**src/rtl/uart_tx_pkg.sv**
```systemverilog
// Shared constants for the UART transmit path: the encoding of the TX output
// mux select and the frame controller state encoding.
package uart_tx_pkg;

  // TX output mux select values (mux start/stop inputs are tied 0/1 upstream)
  localparam logic [1:0] MUX_START = 2'b00;
  localparam logic [1:0] MUX_STOP  = 2'b01;
  localparam logic [1:0] MUX_DATA  = 2'b10;
  localparam logic [1:0] MUX_PAR   = 2'b11;

  // Frame controller state encoding
  localparam logic [2:0] ST_IDLE   = 3'd0;
  localparam logic [2:0] ST_START  = 3'd1;
  localparam logic [2:0] ST_DATA   = 3'd2;
  localparam logic [2:0] ST_PARITY = 3'd3;
  localparam logic [2:0] ST_STOP   = 3'd4;

  // Mux select that goes with a given state; IDLE and STOP both hold the line high
  function automatic logic [1:0] muxSelFor(input logic [2:0] state);
    logic [1:0] sel;
    case (state)
      ST_START:  sel = MUX_START;
      ST_DATA:   sel = MUX_DATA;
      ST_PARITY: sel = MUX_PAR;
      default:   sel = MUX_STOP;
    endcase
    return sel;
  endfunction

endpackage

```
**src/rtl/uart_tx_serializer.sv**
```systemverilog
// Payload shift register and bit counter for one UART frame. The LSB of the
// shift register is the serial data bit; done flags the last payload bit.
module uart_tx_serializer
  import uart_tx_pkg::*;
#(
  parameter int DATA_WIDTH = 8
) (
  input  logic                  clk,
  input  logic                  reset,
  input  logic                  load,
  input  logic [DATA_WIDTH-1:0] data_in,
  input  logic                  shift_en,
  output logic                  done,
  output logic                  ser_data
);

  localparam int CW = (DATA_WIDTH > 1) ? $clog2(DATA_WIDTH) : 1;
  localparam logic [CW-1:0] LAST_BIT = CW'(DATA_WIDTH - 1);

  logic [DATA_WIDTH-1:0] r_shift;
  logic [CW-1:0]         r_count;
  logic                  w_lastBit;

  assign w_lastBit = (r_count == LAST_BIT);
  assign done      = shift_en && w_lastBit;
  assign ser_data  = r_shift[0];

  // Load a new byte, or shift it out LSB first while the counter tracks position;
  // the counter returns to 0 on the last bit so it never runs past DATA_WIDTH-1
  always_ff @(posedge clk) begin
    if (reset) begin
      r_shift <= '0;
      r_count <= '0;
    end else if (load) begin
      r_shift <= data_in;
      r_count <= '0;
    end else if (shift_en) begin
      r_shift <= {1'b0, r_shift[DATA_WIDTH-1:1]};
      r_count <= w_lastBit ? '0 : (r_count + CW'(1));
    end
  end

endmodule

```
**src/rtl/uart_tx_frame_ctrl.sv**
```systemverilog
// UART transmit frame controller. Sequences start, payload (LSB first),
// optional parity and stop bits, driving the select of the downstream 4:1 TX
// mux together with the serial data and parity bits it consumes.
module uart_tx_frame_ctrl
  import uart_tx_pkg::*;
#(
  parameter int DATA_WIDTH = 8
) (
  input  logic                  CLK,
  input  logic                  RST,
  input  logic [DATA_WIDTH-1:0] P_DATA,
  input  logic                  DATA_VALID,
  input  logic                  PAR_EN,
  input  logic                  PAR_TYP,
  output logic [1:0]            mux_sel,
  output logic                  ser_data,
  output logic                  par_bit,
  output logic                  busy
);

  logic [2:0] r_state;
  logic [2:0] w_nextState;
  logic [1:0] r_muxSel;
  logic       r_busy;
  logic       r_parEn;
  logic       r_parBit;
  logic       w_load;
  logic       w_shiftEn;
  logic       w_lastBit;
  logic       w_serData;

  // A byte is only taken while idle; anything offered mid-frame is dropped
  assign w_load    = (r_state == ST_IDLE) && DATA_VALID;
  assign w_shiftEn = (r_state == ST_DATA);

  uart_tx_serializer #(
    .DATA_WIDTH (DATA_WIDTH)
  ) u_serializer (
    .clk      (CLK),
    .reset    (RST),
    .load     (w_load),
    .data_in  (P_DATA),
    .shift_en (w_shiftEn),
    .done     (w_lastBit),
    .ser_data (w_serData)
  );

  // Frame sequencing: START and PARITY/STOP are single cycles, DATA lasts until the serializer reports its last bit
  always_comb begin
    w_nextState = r_state;
    case (r_state)
      ST_IDLE:   if (DATA_VALID) w_nextState = ST_START;
      ST_START:  w_nextState = ST_DATA;
      ST_DATA:   if (w_lastBit) w_nextState = r_parEn ? ST_PARITY : ST_STOP;
      ST_PARITY: w_nextState = ST_STOP;
      ST_STOP:   w_nextState = ST_IDLE;
      default:   w_nextState = ST_IDLE;
    endcase
  end

  // State plus registered mux select and busy, both decoded from the next state so they line up with it
  always_ff @(posedge CLK) begin
    if (RST) begin
      r_state  <= ST_IDLE;
      r_muxSel <= MUX_STOP;
      r_busy   <= 1'b0;
    end else begin
      r_state  <= w_nextState;
      r_muxSel <= muxSelFor(w_nextState);
      r_busy   <= (w_nextState != ST_IDLE);
    end
  end

  // Frame options are captured with the byte so later input changes cannot disturb the frame
  always_ff @(posedge CLK) begin
    if (RST) begin
      r_parEn  <= 1'b0;
      r_parBit <= 1'b0;
    end else if (w_load) begin
      r_parEn  <= PAR_EN;
      r_parBit <= (^P_DATA) ^ PAR_TYP;
    end
  end

  assign mux_sel  = r_muxSel;
  assign busy     = r_busy;
  assign par_bit  = r_parBit;
  assign ser_data = w_serData;

endmodule
```
**config.mk**
```make
export PLATFORM = sky130hd
export DESIGN_NAME = uart_tx_frame_ctrl
export DESIGN_NICKNAME = d
export VERILOG_FILES = /design/src/rtl/uart_tx_pkg.sv /design/src/rtl/uart_tx_serializer.sv /design/src/rtl/uart_tx_frame_ctrl.sv
export SDC_FILE = /design/constraint.sdc
export NUM_CORES = 1
export LEC_CHECK = 0
export BUFFER_PORTS_ARGS = -buffer_cell sky130_fd_sc_hd__buf_4
export CORE_MARGIN = 2
export CORE_UTILIZATION = 50
export CTS_BUF_LIST = sky130_fd_sc_hd__clkbuf_4 sky130_fd_sc_hd__clkbuf_8
export CTS_CLUSTER_DIAMETER = 50
export CTS_CLUSTER_SIZE = 28
export DETAILED_ROUTE_END_ITERATION = 10
export PLACE_DENSITY = 0.77
export SYNTH_ARGS = -nofsm -noshare
export SYNTH_HDL_FRONTEND = slang
export SYNTH_SLANG_ARGS = --single-unit
```
**constraint.sdc**
```tcl
create_clock -name CLK -period 1.2 [get_ports CLK]
set_input_delay 0.18 -clock CLK [delete_from_list [all_inputs] [get_ports CLK]]
set_output_delay 0.18 -clock CLK [all_outputs]
set_load 0.02 [all_outputs]
```
==> results of run 1 <==
[kinds of logic (layout without fill, tap and decap cells)]
kind of cell,Yosys count,in the layout,share of synthesized area
xor+xnor,6,6,0.0756
compound gates,28,28,0.234
buf+inv,10,37,0.0542
fa+ha+maj,2,2,0.0285
flops,19,19,0.434
simple gates,29,29,0.174
[synth_stat cells, drive strengths merged (2+ instances only)]
cell	number	area (um2)
xnor2	3	26.3
nor2	14	55.1
inv	3	11.3
o211ai	3	27.5
dfxtp	19	380
o21ai	3	15.0
ha	2	25.0
xor2	2	17.5
a22o	7	61.3
a21oi	5	25.0
buf	3	21.3
nand2	3	11.3
nand3b	2	15.0
a22oi	7	52.6
a32oi	2	17.5
clkbuf	4	15.0
[layout make-up]
class                   instances  area [um2]  area share
flip-flops and latches         19         385       0.328
well taps                      17        21.3      0.0181
clock buffers                   4        30.0      0.0256
multi-input cells              65         492       0.419
repair buffers                 30         233       0.198
inverters                       3        13.8      0.0117
[state kept, by name, summed over array words and instances (netlist names)]
register and flops:
u_serializer.r_count 3, u_serializer.r_shift 8, busy 1, par_bit 1
r_state 3, r_parEn 1, mux_sel 2
[worst register-to-register path, cell delays in order (launching register included)]
cell	delay [ps]
dfxtp_2	350
or4b_4	560
nor2_4	110
nand2_2	60
o211ai_2	130
[metal layers]
metal	wire length, um	GRT usage
met1	897	0.287
met2	997	0.339
met3	103	0.0476
met4	44	0.109
met5	0	0
[cell usage in the layout (no fill, tap or decap), drive strengths merged]
cell type | netlist | routed
xnor3 | 1 | 1
or4b | 1 | 1
dfxtp | 19 | 19
o21ai | 3 | 3
a22o | 7 | 7
xnor2 | 3 | 3
xor2 | 2 | 2
nor4 | 1 | 1
and3 | 1 | 1
a32oi | 2 | 2
nor2b | 1 | 1
buf | 3 | 30
a22oi | 7 | 7
inv | 3 | 3
o211ai | 3 | 3
clkbuf | 4 | 4
nand2 | 3 | 3
nor2 | 14 | 14
a31oi | 1 | 1
nand3 | 1 | 1
nand2b | 1 | 1
nand4 | 1 | 1
nand3b | 2 | 2
and4b | 1 | 1
nor3 | 1 | 1
or2 | 1 | 1
a21oi | 5 | 5
ha | 2 | 2
[power breakdown]
group          switching (uW)  internal [uW]  total (uW)  leakage, uW
sequential               28.9            677         706     0.000158
clock                     197            152         349    0.0000184
combinational             167            168         335     0.000332
[metrics by stage]
step	hold slack (ps)	cells	TNS (ps)	total power, uW	setup slack (ps)
after global routing	92.1	138	-658	1460	-144
final	110	138	-129	1390	-65.6
after detailed placement	426	132	-543	1030	-127
after CTS	104	137	-108	1400	-57.7
after floorplan	300	94	-108	909	-104
after global placement	424	132	-238	1020	-58.4
[how the worst max path moves through the flow]
stage	startpoint	end	slack (ps)	cells after the start
2_1_floorplan	r_state[1]	par_bit	-100	5
3_3_place_gp	r_state[1]	par_bit	-60	4
3_5_place_dp	u_serializer.r_count[0]	u_serializer.r_count[0]	-130	7
4_1_cts	r_state[0]	par_bit	-60	4
5_1_grt	r_state[0]	par_bit	-140	4
6_report	r_state[0]	par_bit	-70	4
[what timing repair did]
| item | 4_1_cts | 5_1_grt |
|---|---|---|
| pin swaps | 6 | 3 |
| gates resized for setup | 14 | 2 |
| endpoints found under the setup margin | 13 | 14 |
| setup buffers | 1 | 1 |
==> flow_summary.toml, run 1 <==
[layout]
stdcell_area_mm2 = 0.00117
fillCellCount = 145
syn_to_final_growth_pct = 34.0
layout-drive-gt1-share = 0.397
antennaDiodeCount = 0
final_core_util = 0.696
nets = 137

[global_routing]
grt_max_degree = 14
grt_pass1_wl_um = 3260
grt_pass1_vias = 735
grt_usage = 0.220
grt_antenna_before_repair = 0
grt-ovfl-total = 0

[clocking]
cts_htree_levels = 1
clock_latency_ps = 300
clock_path_buffers = 2
cts_tree = "built"
clock_sinks = 19
cts_buffers = 3
clk_pin_slew_ps = 110
cts_hold_buf = 0
clock-root-buffer = "clkbuf_4"

[timing]
max_slew_margin = 0.800
final.setup.worst_slack_ps = -65.6
finalSetupViolations = 2
worst_slew_pin_slew_ps = 298
slew_violations = 0
fmax_ghz = 0.790
skew_ps = 4.57
layout_min_cycle_time_ps = 1270
grt_setup_unrepaired = "yes"
fin_crit_sh = 1.05
hold_viol = 0

[yosys]
synth_fp_nets = 109
ys_async_sr_fraction = 0
ys.flop_type = "dfxtp_1"
ys_warn_count = 0
synth.cell_area_um2 = 877
syn_inst = 94
syn-mean-instance-area_um2 = 9.33
synth_edf_count = 0
yosysSeqAreaShare = 0.434
ys_types = 31
ys_ff_latch = 19

[power_and_ir_drop]
powerDensity_mw_per_mm2 = 1180
cellLeakagePower_uw = 0.000508
vdd_drop_max_v = 0.000905

[critical_path]
worstReg2RegStart = "r_state[0]"
end_kind = "flop"
cp_max_fo = 3
r2r_end = "par_bit"
cp_slowest_cell = "or4b_4"
critPathTopFamily = "simple AND/OR/NAND/NOR gates"
crit_type = "flop to flop"
worstPathArrival_ps = 1500
path_cells = "or4b_4 -> nor2_4 -> nand2_2 -> o211ai_2"
cpPeakStageDelay_ps = 560
ff2ff_path_depth = 4
crit_path_start_kind = "flop"
worst_ep_required_time_ps = 1440
ff2ff_setup_slack_ps = -70
critical_path.n_buffers_inverters = 0

[drt]
drt-initial-drc-count = 10
wire_per_inst_um = 14.8
dr.pass1.iters = 4
postRouteAntennaNets = 0
vias = 809
route.final.wire_length_um = 2040
drc = 0
viasPerCell = 5.86

[worst_hold_path]
hold_path_depth = 2
min_to = "u_serializer.r_count[1]"
hold_start = "RST"
hold_class = "input port to flop"

[floorplan]
rows = 15
fp.dieH_um = 45.9
initial_utilization = 0.519
io_pins = 18
die_w_um = 45.9
die_area_mm2 = 0.00210
core-area_mm2 = 0.00169

[placement]
gp_congestion = 0.854
io_buffers = 17
hpwl_um = 1380
postPlaceCellArea_mm2 = 0.00107

[job]
drv_cap = 0

[outcome]
violations = "negative setup slack"
outcome = "complete, but fails checks"
No activity file was read; power rests on OpenSTA's default activity.
==> inputs of run 2 (changes only) <==
--- a/config.mk
+++ b/config.mk
@@ -6,13 +6,14 @@
 export NUM_CORES = 1
 export LEC_CHECK = 0
 export BUFFER_PORTS_ARGS = -buffer_cell sky130_fd_sc_hd__buf_4
-export CORE_MARGIN = 2
+export CORE_MARGIN = 10
 export CORE_UTILIZATION = 50
 export CTS_BUF_LIST = sky130_fd_sc_hd__clkbuf_4 sky130_fd_sc_hd__clkbuf_8
 export CTS_CLUSTER_DIAMETER = 50
 export CTS_CLUSTER_SIZE = 28
 export DETAILED_ROUTE_END_ITERATION = 10
 export PLACE_DENSITY = 0.77
+export SKIP_LAST_GASP = 1
 export SYNTH_ARGS = -nofsm -noshare
 export SYNTH_HDL_FRONTEND = slang
 export SYNTH_SLANG_ARGS = --single-unit
==> run 2 against run 1 <==
Effect of this change:
- the flow still finishes with violations (negative setup slack)
- total power shrank 1.9%
- combinational power is essentially flat
- global-route usage shrank 9.4 points
- sequential power is essentially flat
- worst hold slack gained 10 ps
- first-iteration DRC count grew to 2.9 times the previous value
- routed wire length grew 6.3%
- utilization shrank 0.67 points
- register-to-register slack lost 40 ps
- critical endpoint unchanged
- highest routed layer unchanged
==> flow_summary.toml, run 2 (synthesized netlist as in run 1, its figures left out) <==
[critical_path]
path_cells = "or4b_4 -> nor2_4 -> nand2_1 -> o211ai_2"
cp_slowest_cell = "or4b_4"
crit_path_start_kind = "flop"
startpoint = "r_state[1]"
r2r_end = "par_bit"
ff2ff_setup_slack_ps = -110
cp_max_fo = 5
worst_ep_required_time_ps = 1430
end_kind = "flop"
crit_end = "par_bit"
cpPeakStageDelay_ps = 550
ff2ff_path_depth = 4
crit_type = "flop to flop"
worstPathArrival_ps = 1540
worstReg2RegStart = "r_state[1]"

[power_and_ir_drop]
internal_power_uw = 965
p_clk_frac = 0.240
powerDensity_mw_per_mm2 = 1170
total_power_uw = 1360
comb_power_share = 0.243
switching_share = 0.292
pwr-share-seq = 0.516
vdd_drop_max_v = 0.00120
power_switching_uw = 399
cellLeakagePower_uw = 0.000499

[layout]
nets = 135
final_core_util = 0.689
antennaDiodeCount = 0
stdcell_area_mm2 = 0.00116
top_regs = "u_serializer.r_shift x8, r_state x3, u_serializer.r_count x3"
final_common_cell = "buf_4"
syn_to_final_growth_pct = 32.7
layout-drive-gt1-share = 0.387
largest_reg_flops = 8
regMostFlops = "u_serializer.r_shift"
final_cell_mix = "buf_4 (27), dfxtp_1 (16), nor2_1 (13)"

[clocking]
clock_sinks = 19
cts_hold_buf = 0
clk_pin_slew_ps = 110
cts_tree = "built"
cts_buffers = 3
cts_htree_levels = 1
clock_latency_ps = 300
clock-root-buffer = "clkbuf_4"
clock_path_buffers = 2

[drt]
wire_per_inst_um = 16.0
route.final.wire_length_um = 2170
postRouteAntennaNets = 0
vias = 795
drc = 0
drt-initial-drc-count = 29
viasPerCell = 5.85
dr.pass1.iters = 4

[timing]
worst_slew_pin_slew_ps = 314
layout_min_cycle_time_ps = 1310
skew_ps = 4.17
finalSetupViolations = 3
slew_violations = 0
max_slew_margin = 0.789
fin_crit_sh = 1.09
hold_viol = 0
fin_hold_ws_ps = 120
fmax_ghz = 0.764
final.setup.worst_slack_ps = -108
grt_setup_unrepaired = "yes"

[placement]
hpwl_um = 1550
io_buffers = 17
dpl_worst_slack_ps = -120
postPlaceCellArea_mm2 = 0.00107
gp_congestion = 0.839

[worst_hold_path]
hold_path_depth = 3
hold_start = "DATA_VALID"
hold_class = "input port to flop"

[global_routing]
grt-ovfl-total = 0
grt_max_degree = 13
grt_antenna_before_repair = 0
grt_pass1_vias = 826
grt_usage = 0.125
grt_pass1_wl_um = 3570

[floorplan]
core-area_mm2 = 0.00169
io_pins = 18
die_w_um = 61.9
die_area_mm2 = 0.00383
initial_utilization = 0.519
rows = 15
fp.dieH_um = 61.9

[job]
drv_cap = 0

[outcome]
outcome = "complete, but fails checks"
violations = "negative setup slack"
==> run 2: worst max-delay path, delay by kind of cell, from the launching register on <==
kind / cells / cell delay [ps]
flip-flops: 1 / 380
AND/OR/NAND/NOR: 3 / 720
AO/OA/AOI/OAI: 1 / 150
==> run 2: area by class of cell <==
cell class,count,area (um2)
well taps,17,21.3
clock inverters,1,5.00
fillers,133,526
clock buffers,3,22.5
multi-input cells,65,500
repair buffers,28,214
inverters,3,13.8
flip-flops and latches,19,387
==> run 2: how the worst min path moves through the flow <==
stage           end  slack, ps
6_report       busy        120
5_1_grt        busy        120
4_1_cts        busy        110
3_5_place_dp   busy        430
3_3_place_gp   busy        420
2_1_floorplan  busy        300
==> run 2: per-stage QoR <==
step                setup TNS, ps  instances
floorplan                    -108         94
global placement             -141        131
detailed placement           -306        131
CTS                          -123        136
global route                 -808        136
finish                       -135        136
==> run 2: power by group through the flow <==
stage / Combinational (uW) / Clock, uW / Sequential [uW]
detailed placement: 317 / 0 / 716
floorplan: 177 / 0 / 733
global placement: 309 / 0 / 714
global route: 363 / 364 / 709
finish: 332 / 328 / 704
CTS: 324 / 334 / 704
==> run 2: timing repair <==
item	in CTS	in global routing
buffers inserted	1	0
resized for setup	10	5
pin swaps	5	2
endpoints found under the setup margin	11	15
==> run 2: metal layers <==
metal  vias up  track usage  part of all wire
met5         -            0                 0
met4         0       0.0446             0.013
met2        25        0.218              0.50
met3         4       0.0569             0.072
met1       377        0.130              0.41
li1        389            -                 -
